--- src/rtl/mem_arbiter_pkg.sv ---
// Shared types for the two-port memory arbiter: FSM state encoding and port indices.
package mem_arbiter_pkg;

  typedef enum logic [1:0] {
    IDLE = 2'd0,
    BUSY = 2'd1,
    RESP = 2'd2
  } state_e;

  localparam logic PORT_CPU = 1'b0;
  localparam logic PORT_AUX = 1'b1;

endpackage

--- src/rtl/mem_arbiter_if.sv ---
// Bus bundle between the two requesters, the arbiter and the memory model.
// slave = arbiter view; master = requesters + memory view.
interface mem_arbiter_if #(
  parameter int AW = 32,
  parameter int DW = 32
);
  logic          r0_req, r0_we, r0_ack;
  logic [AW-1:0] r0_addr;
  logic [DW-1:0] r0_wdata, r0_rdata;
  logic          r1_req, r1_we, r1_ack;
  logic [AW-1:0] r1_addr;
  logic [DW-1:0] r1_wdata, r1_rdata;
  logic          mem_req, mem_we, mem_ack;
  logic [AW-1:0] mem_addr;
  logic [DW-1:0] mem_wdata, mem_rdata;
  logic          owner, err;

  modport slave (
    input  r0_req, r0_we, r0_addr, r0_wdata,
    input  r1_req, r1_we, r1_addr, r1_wdata,
    input  mem_ack, mem_rdata,
    output r0_ack, r0_rdata, r1_ack, r1_rdata,
    output mem_req, mem_we, mem_addr, mem_wdata,
    output owner, err
  );

  modport master (
    output r0_req, r0_we, r0_addr, r0_wdata,
    output r1_req, r1_we, r1_addr, r1_wdata,
    output mem_ack, mem_rdata,
    input  r0_ack, r0_rdata, r1_ack, r1_rdata,
    input  mem_req, mem_we, mem_addr, mem_wdata,
    input  owner, err
  );
endinterface

--- src/rtl/mem_arb_timer.sv ---
// BUSY-phase watchdog: counts non-acked cycles and flags expiry at LIMIT-1.
module mem_arb_timer #(
  parameter int LIMIT = 16
) (
  input  logic clock,
  input  logic reset,
  input  logic clr,
  input  logic en,
  output logic expire
);
  localparam int CW = $clog2(LIMIT);

  logic [CW-1:0] cnt;

  assign expire = (cnt == CW'(LIMIT - 1));

  always_ff @(posedge clock or posedge reset) begin
    if (reset)            cnt <= '0;
    else if (clr)         cnt <= '0;
    else if (en && !expire) cnt <= cnt + 1'b1;
  end
endmodule

--- src/rtl/mem_arbiter.sv ---
// Round-robin arbiter sharing one single-port memory between CPU (port 0) and aux (port 1).
// Define MEM_ARBITER_TIMEOUT_EN to abort memory accesses that stall for TIMEOUT cycles.
module mem_arbiter
  import mem_arbiter_pkg::*;
#(
  parameter int AW      = 32,
  parameter int DW      = 32,
  parameter int TIMEOUT = 16
) (
  input  logic           clock,
  input  logic           reset,
  mem_arbiter_if.slave   bus
);
  if (TIMEOUT < 2) begin : g_bad_cfg
    $error("mem_arbiter: TIMEOUT must be >= 2");
  end

  state_e        state;
  logic          prio;
  logic [1:0]    req;
  logic          winner, tmo;
  logic [DW-1:0] done_rdata;

  assign req    = {bus.r1_req, bus.r0_req};
  // Contention goes to prio; a lone requester wins outright.
  assign winner = (&req) ? prio : req[PORT_AUX];
  assign done_rdata = (bus.mem_ack && !bus.mem_we) ? bus.mem_rdata : '0;

`ifdef MEM_ARBITER_TIMEOUT_EN
  logic expire;

  mem_arb_timer #(.LIMIT(TIMEOUT)) u_timer (
    .clock  (clock),
    .reset  (reset),
    .clr    (state != BUSY),
    .en     (state == BUSY && !bus.mem_ack),
    .expire (expire)
  );

  assign tmo = expire;
`else
  assign tmo = 1'b0;
`endif

  always_ff @(posedge clock or posedge reset) begin
    if (reset) begin
      state         <= IDLE;
      prio          <= PORT_CPU;
      bus.owner     <= PORT_CPU;
      bus.err       <= 1'b0;
      bus.mem_req   <= 1'b0;
      bus.mem_we    <= 1'b0;
      bus.mem_addr  <= '0;
      bus.mem_wdata <= '0;
      bus.r0_ack    <= 1'b0;
      bus.r1_ack    <= 1'b0;
      bus.r0_rdata  <= '0;
      bus.r1_rdata  <= '0;
    end else begin
      case (state)
        IDLE: if (|req) begin
          bus.owner     <= winner;
          prio          <= ~winner;
          bus.mem_req   <= 1'b1;
          bus.mem_we    <= winner ? bus.r1_we    : bus.r0_we;
          bus.mem_addr  <= winner ? bus.r1_addr  : bus.r0_addr;
          bus.mem_wdata <= winner ? bus.r1_wdata : bus.r0_wdata;
          state         <= BUSY;
        end
        // mem_ack beats an expiry landing in the same cycle.
        BUSY: if (bus.mem_ack || tmo) begin
          bus.mem_req <= 1'b0;
          bus.err     <= !bus.mem_ack;
          if (bus.owner == PORT_CPU) begin
            bus.r0_ack   <= 1'b1;
            bus.r0_rdata <= done_rdata;
          end else begin
            bus.r1_ack   <= 1'b1;
            bus.r1_rdata <= done_rdata;
          end
          state <= RESP;
        end
        RESP: begin
          bus.r0_ack <= 1'b0;
          bus.r1_ack <= 1'b0;
          bus.err    <= 1'b0;
          state      <= IDLE;
        end
        default: state <= IDLE;
      endcase
    end
  end
endmodule

--- src/flat_wrapper.sv ---
// flat-port wrapper written by rule: the top's interface ports become plain ports
module mem_arbiter_flat import mem_arbiter_pkg::*;
#(
  parameter int AW      = 32,
  parameter int DW      = 32,
  parameter int TIMEOUT = 16
)
  (clock, reset, bus_r0_req, bus_r0_we, bus_r0_addr, bus_r0_wdata, bus_r1_req, bus_r1_we, bus_r1_addr, bus_r1_wdata, bus_mem_ack, bus_mem_rdata, bus_r0_ack, bus_r0_rdata, bus_r1_ack, bus_r1_rdata, bus_mem_req, bus_mem_we, bus_mem_addr, bus_mem_wdata, bus_owner, bus_err);
  mem_arbiter_if #(.AW(AW), .DW(DW)) bus_i ();
  input  logic clock;
  input  logic reset;
  input wire logic [$bits(bus_i.r0_req)-1:0] bus_r0_req;
  input wire logic [$bits(bus_i.r0_we)-1:0] bus_r0_we;
  input wire logic [$bits(bus_i.r0_addr)-1:0] bus_r0_addr;
  input wire logic [$bits(bus_i.r0_wdata)-1:0] bus_r0_wdata;
  input wire logic [$bits(bus_i.r1_req)-1:0] bus_r1_req;
  input wire logic [$bits(bus_i.r1_we)-1:0] bus_r1_we;
  input wire logic [$bits(bus_i.r1_addr)-1:0] bus_r1_addr;
  input wire logic [$bits(bus_i.r1_wdata)-1:0] bus_r1_wdata;
  input wire logic [$bits(bus_i.mem_ack)-1:0] bus_mem_ack;
  input wire logic [$bits(bus_i.mem_rdata)-1:0] bus_mem_rdata;
  output wire logic [$bits(bus_i.r0_ack)-1:0] bus_r0_ack;
  output wire logic [$bits(bus_i.r0_rdata)-1:0] bus_r0_rdata;
  output wire logic [$bits(bus_i.r1_ack)-1:0] bus_r1_ack;
  output wire logic [$bits(bus_i.r1_rdata)-1:0] bus_r1_rdata;
  output wire logic [$bits(bus_i.mem_req)-1:0] bus_mem_req;
  output wire logic [$bits(bus_i.mem_we)-1:0] bus_mem_we;
  output wire logic [$bits(bus_i.mem_addr)-1:0] bus_mem_addr;
  output wire logic [$bits(bus_i.mem_wdata)-1:0] bus_mem_wdata;
  output wire logic [$bits(bus_i.owner)-1:0] bus_owner;
  output wire logic [$bits(bus_i.err)-1:0] bus_err;
  assign bus_i.r0_req = bus_r0_req;
  assign bus_i.r0_we = bus_r0_we;
  assign bus_i.r0_addr = bus_r0_addr;
  assign bus_i.r0_wdata = bus_r0_wdata;
  assign bus_i.r1_req = bus_r1_req;
  assign bus_i.r1_we = bus_r1_we;
  assign bus_i.r1_addr = bus_r1_addr;
  assign bus_i.r1_wdata = bus_r1_wdata;
  assign bus_i.mem_ack = bus_mem_ack;
  assign bus_i.mem_rdata = bus_mem_rdata;
  assign bus_r0_ack = bus_i.r0_ack;
  assign bus_r0_rdata = bus_i.r0_rdata;
  assign bus_r1_ack = bus_i.r1_ack;
  assign bus_r1_rdata = bus_i.r1_rdata;
  assign bus_mem_req = bus_i.mem_req;
  assign bus_mem_we = bus_i.mem_we;
  assign bus_mem_addr = bus_i.mem_addr;
  assign bus_mem_wdata = bus_i.mem_wdata;
  assign bus_owner = bus_i.owner;
  assign bus_err = bus_i.err;
  mem_arbiter #(.AW(AW), .DW(DW), .TIMEOUT(TIMEOUT)) u_core (.clock(clock), .reset(reset), .bus(bus_i));
endmodule
--- config.mk ---
export PLATFORM = sky130hd
export DESIGN_NAME = mem_arbiter_flat
export DESIGN_NICKNAME = d
export VERILOG_FILES = /design/src/rtl/mem_arbiter_pkg.sv /design/src/rtl/mem_arbiter_if.sv /design/src/rtl/mem_arb_timer.sv /design/src/rtl/mem_arbiter.sv /design/src/flat_wrapper.sv
export SDC_FILE = /design/constraint.sdc
export NUM_CORES = 1
export LEC_CHECK = 0
export ABC_AREA = 1
export BUFFER_PORTS_ARGS = -buffer_cell sky130_fd_sc_hd__buf_2
export CORE_ASPECT_RATIO = 1.25
export CORE_MARGIN = 2
export CORE_UTILIZATION = 32
export CTS_BUF_LIST = sky130_fd_sc_hd__clkbuf_16
export DETAILED_ROUTE_END_ITERATION = 12
export PLACE_DENSITY_LB_ADDON = 0.12
export SLEW_MARGIN = 20
export SYNTH_ARGS = -nofsm -noshare
export SYNTH_HDL_FRONTEND = slang
export SYNTH_HIERARCHICAL = 1
export SYNTH_SLANG_ARGS = --single-unit
--- constraint.sdc ---
create_clock -name clock -period 8.8 [get_ports clock]
set_input_delay 2.2 -clock clock [delete_from_list [all_inputs] [get_ports clock]]
set_output_delay 2.2 -clock clock [all_outputs]
set_load 0.03 [all_outputs]
# Word level (Yosys, flattened, before mapping)

Cells that the tools add are included.

Register bits after elaboration: 137
Input port bits: 167
Output and inout port bits: 134
Logic and storage cells: 55

Eq/ne operators: 6
Muxes and demuxes: 19
Bitwise operators: 2
Reductions and logical operators: 16

Operators with widths:

| cell                                                                     | number |
|---|---|
| 32-bit 2-to-1 mux                                                        | 3 |
| 3-bit AND reduction                                                      | 5 |
| 1-bit 2-to-1 mux                                                         | 9 |
| 1-bit one-hot mux with 2 select lines                                    | 4 |
| 2-bit AND reduction                                                      | 4 |
| 2-bit 2-to-1 mux                                                         | 2 |
| 2-bit by 1-bit inequality test with 1-bit output (second input constant) | 2 |
| 2-bit inequality test (second input constant)                            | 2 |
| 2-bit one-hot mux with 2 select lines                                    | 1 |
| 2-bit nonzero test                                                       | 2 |
| 2-bit by 1-bit equality test with 1-bit output (second input constant)   | 1 |
| 2-bit equality test (second input constant)                              | 1 |
| 1-bit logical NOT                                                        | 2 |
| 2-bit logical NOT                                                        | 1 |
| 1-bit inverter                                                           | 2 |
| 2-bit OR reduction                                                       | 1 |
| 1-bit logical AND                                                        | 1 |

# Longest topological paths before layout

Depth after elaboration: 3
Depth in mapped cells: 8

# Least setup slack after synthesis

OpenSTA, ideal clock, no wires.

Kind: input-to-reg
Start point: input port bus_r0_req
End point: register u_core.bus.mem_addr[0]
Setup time: 118 ps
Data arrival time: 2868 ps
Setup slack: 5814 ps
Stages on the path: 7
Path buffers: 2
Path through: nand2_1 nand2_1 buf_2 buf_2 nand2_1 nand3_1 nand2_1

Word-level cells in the longest chain between the ends: 3
Elaborated cells on any way between the ends: 5

Ends and longest elaborated chain:

| element              | line                 | RTL |
|---|---|---|
| from (decl)          | flat_wrapper.sv:12   | `input wire logic [$bits(bus_i.r0_req)-1:0] bus_r0_req;` |
| 2-bit AND reduction  | mem_arbiter.sv:26    | `assign winner = (&req) ? prio : req[PORT_AUX];` |
| 1-bit 2-to-1 mux     | mem_arbiter.sv:26    |  |
| 32-bit 2-to-1 mux    | mem_arbiter.sv:66    | `bus.mem_addr <= winner ? bus.r1_addr : bus.r0_addr;` |
| to (signal assigned) | mem_arbiter.sv:66    |  |
| to (decl)            | mem_arbiter_if.sv:23 | `output mem_req, mem_we, mem_addr, mem_wdata,` |

Several ways; a longest one is shown, not always the timed one.
A chain may end at the register's enable or synchronous reset.

# Final worst setup path

Start point: input port bus_r1_req
End point: register u_core.bus.mem_addr[26]

Word-level cells in the longest chain between the ends: 3
Elaborated cells on any way between the ends: 5

Ends and longest elaborated chain:

| element             | line               | RTL |
|---|---|---|
| from (decl)         | flat_wrapper.sv:16 | `input wire logic [$bits(bus_i.r1_req)-1:0] bus_r1_req;` |
| 2-bit AND reduction | mem_arbiter.sv:26  |  |
| 1-bit 2-to-1 mux    | mem_arbiter.sv:26  |  |
| 32-bit 2-to-1 mux   | mem_arbiter.sv:66  |  |

Several ways; a longest one is shown, not always the timed one.

==> results.txt <==
The run finished with clean final reports. The global placement routability congestion was 0.773; the die width was 133 um. Counting buffers and inverters, the worst setup path is 9 cells deep. Across the VDD grid, the largest voltage drop is 0.000156 V. In this run switching power makes up 48.6% of total power. The routed design has 19700 um of wire. Number of enable-type register cells in the synthesized netlist: 0.

Setup repair after global routing left no endpoint under its margin. Once the clock tree was built, the resizer swapped 0 gates to a different size. Among all cell types in the netlist, the one instantiated most often is sky130_fd_sc_hd__nand2_1. The tools report the number of H-tree levels as 4. The post-synthesis average cell area came out at 7.12 um^2.

The root buffer cell chosen for the clock tree is sky130_fd_sc_hd__clkbuf_16. Walking the worst path, the cells encountered are buf_2, buf_4, nor2_1, nor2_4, buf_4, inv_2, buf_4, nand2_1, nand2_1. The tightest hold path in the finished design has a slack of 463 ps. Among all stages on the critical path, the largest delay is contributed by sky130_fd_sc_hd__buf_4. The count of nets left with antenna violations once routing finished came out at 0. On the worst path, the slowest cell contributes a delay of 580 ps. The critical path starts at bus_r1_req. Number of buffers inserted by post-CTS setup repair: 0. For the final instance area, the log shows 8900 um^2. The run gives 2 as the maximum number of buffers from clock root to sink.

The worst hold path begins at u_core/bus.r0_rdata[11]. The tools report the peak clock frequency supported by timing as 231 MHz. The run gives 934 as the gate count of the mapped netlist. The transition time at the pin with the least slew margin was 746 ps; the number of distinct library cells after synthesis was 14. TritonCTS built the clock tree. The setup check on the worst reg-to-reg path leaves a slack of 6560 ps. For the number of global-route vias before repair, the log shows 6058. The number of placed instances, taps included, is 1468. The setup skew after layout is 11.8 ps. Synthesis inferred 137 register bits. The category of the critical setup timing path was primary input to register. The die height was 165 um; the proportion of synthesized chip area in sequential cells was 51.5%. The biggest area contributor in the post-synthesis netlist is sky130_fd_sc_hd__dfrtp_1.

The number of buffers and inverters on the critical path is 5. The vias per cell came out at 4.34. The endpoint identified for the worst register-to-register timing path is u_core/bus.mem_addr[26]. The count of buffers added on input and output ports is 300. For the final routed database, the setup TNS stands at 0 ps. Entering global routing, the biggest net connects 83 pins.

Dividing total power by cell area gives a power density of 387 nW/um^2. The run gives 0 as the max-slew violation total from the final report. The fraction of final layout cells sized beyond drive strength 1 was 28.4%; the critical path data required time was 9080 ps. Clock tree synthesis found a total of 137 sinks.

Detailed routing inserted a total of 6516 vias. The synthesis-to-layout area growth was 33.7%; the number of clock buffers inserted by TritonCTS was 17. STA puts the critical path data arrival time at 4620 ps.

Cell family with the largest share of critical-path delay: buffers and inverters. The source of the worst register-to-register timing path is u_core/state[0]. Among all flip-flop cells after synthesis, the most frequent one is sky130_fd_sc_hd__dfrtp_1. The post-synthesis async set-or-reset flop share is 100%, and the initial core utilization is 32.3%. The power consumption came out at 3.45 mW.

Registers are responsible for 32.3% of the overall power. The post-route fraction of the period consumed by the critical path works out to 49.3%. Sorting the synthesized cells by how often they occur yields sky130_fd_sc_hd__nand2_1 (403), sky130_fd_sc_hd__inv_1 (169), sky130_fd_sc_hd__dfrtp_1 (137). After legalization and detailed placement, the total HPWL measured 13600 um.

In the post-synthesis netlist, the biggest area contributors are sky130_fd_sc_hd__dfrtp_1 (52%), sky130_fd_sc_hd__nand2_1 (23%), sky130_fd_sc_hd__nand3_1 (9.9%). The class of the tightest hold or removal check is register to register. Dividing the detail-routed wire length by the instance count gives 13.1 um. Summed over its instances, the top area cell type makes up 51.5% of the synthesized netlist area. For this design the top-level I/O count stands at 301. The core region is 20600 um^2. Path depth of the worst reg2reg path: 8. Synthesis produced a netlist with a net count of 1101.

For this design, the CTS-stage hold fixing added 0 buffers. The run gives 30800 um as the wire length of the first global-routing pass. The most critical setup path has its endpoint at u_core/bus.mem_addr[26]. The internal portion of the total power is 1.77 mW. The post-place instance area came out at 8340 um^2. After detailed routing, the number of remaining DRC violations is 0. In this run the tightest slew margin relative to its limit is 50.3%. Summed over all nets, the switching power comes to 1.67 mW. The analysis attributes to cell leakage a power of 5.73 nW. The number of antenna violations at the first check in global routing is 4.

The first TritonRoute pass finished after 4 iterations. The peak fanout along the critical path came out at 68. STA classifies the critical path endpoint as a register. The cell area that synthesis handed to floorplanning was 6650 um^2.

The logs give 410 ps for the clock latency reported for the late side of the worst-skew pair and 237 for the starting DRC count in detailed routing. The final hold violation count came out at 0. Setup violations remaining at the end of the flow were counted as 0.

The final global-route overflow total is 0, and the synthesis warning total is 6. The die covers 22000 um^2. For this run, the post-layout net count is 1380. Clock-pin slew was measured on the worst setup and hold paths at 60 ps. Dominant cell type by count on the critical path: sky130_fd_sc_hd__buf_4. Global routing consumed, over all layers together, 17.9% of the routing resources. Max-cap violations in this run came to 0.

The tools report the count of placed standard cells in the final layout, fillers left out as 1501. In this run the core area contains 59 standard-cell rows. The clock period could shrink to 4340 ps. The clock network accounts for 19.3% of the total power. The combinational fraction of design power is 48.4%. STA classifies the critical path startpoint as a primary input.
==> power by group through the flow <==
stage          clock network [mW]  registers [mW]  logic [mW]
2_1_floorplan                   0            1.71       0.556
3_3_place_gp                    0            1.12        1.68
4_1_cts                     0.683            1.12        1.69
5_1_grt                     0.716            1.15        1.82
6_report                    0.664            1.11        1.67
3_5_place_dp                    0            1.12        1.70
==> cell usage in the layout, fill, tap and decap left out, types with 2 or more instances in the layout <==
master                        n
sky130_fd_sc_hd__nand2_1    401
sky130_fd_sc_hd__inv_2        4
sky130_fd_sc_hd__inv_1      170
sky130_fd_sc_hd__nor2_1      34
sky130_fd_sc_hd__o21ai_0      2
sky130_fd_sc_hd__nand2_2      2
sky130_fd_sc_hd__inv_6        5
sky130_fd_sc_hd__nand3_1    132
sky130_fd_sc_hd__clkinv_2     3
sky130_fd_sc_hd__buf_4       10
sky130_fd_sc_hd__buf_2      300
sky130_fd_sc_hd__dfrtp_1    137
sky130_fd_sc_hd__clkinv_4     4
sky130_fd_sc_hd__clkbuf_16   17
==> routing by layer <==
| metal | part of all wire (%) | routed length [um] | vias up | track usage, % |
|---|---|---|---|---|
| met5 | 0.15 | 30 | - | 0 |
| met4 | 1.9 | 382 | 4 | 5.77 |
| met3 | 5.9 | 1170 | 27 | 4.73 |
| met1 | 41 | 8170 | 2988 | 21.0 |
| met2 | 51 | 9960 | 197 | 32.1 |
| li1 | - | - | 3300 | - |
==> state kept, by name, summed over array words and instances, names as in the netlist <==
name / flops
u_core/bus.err: 1
u_core/bus.mem_addr: 32
u_core/bus.mem_req: 1
u_core/bus.mem_wdata: 32
u_core/bus.mem_we: 1
u_core/bus.owner: 1
u_core/bus.r0_ack: 1
u_core/bus.r0_rdata: 32
u_core/bus.r1_ack: 1
u_core/bus.r1_rdata: 32
u_core/prio: 1
u_core/state: 2
==> area by class of cell <==
class / count / area [um^2]
fillers: 2206 / 11700
flip-flops and latches: 137 / 3430
multi-input cells: 574 / 2340
repair buffers: 310 / 1580
inverters: 173 / 654
clock buffers: 17 / 425
well taps: 274 / 343
clock inverters: 15 / 126
diodes: 1 / 2.50
==> metrics by stage <==
step	setup slack (ps)	utilization (%)
6_report	4460	43.2
5_1_grt	4260	43.2
4_1_cts	4490	43.2
3_5_place_dp	4060	40.5
3_3_place_gp	4100	40.5
2_1_floorplan	2930	-
==> kinds of logic after synthesis <==
logic type | synth area share, %
simple gates | 34.8
buf+inv | 13.4
flops | 51.5
compound gates | 0.263
==> how the worst min path moves through the flow <==
stage               cells past startpoint                       to  slack (ps)
floorplan                               1          u_core/state[0]         470
global placement                        2  u_core/bus.r1_rdata[19]         450
detailed placement                      2   u_core/bus.r1_rdata[1]         450
CTS                                     2   u_core/bus.r1_rdata[1]         470
global route                            2  u_core/bus.r1_rdata[17]         480
finish                                  2  u_core/bus.r0_rdata[11]         460
==> worst min-delay path, stage by stage, from the launching register on <==
cell                      delay (ps)
sky130_fd_sc_hd__dfrtp_1         340
sky130_fd_sc_hd__nand2_1          50
sky130_fd_sc_hd__nand2_1          50
(Power assumes the default switching activity.)
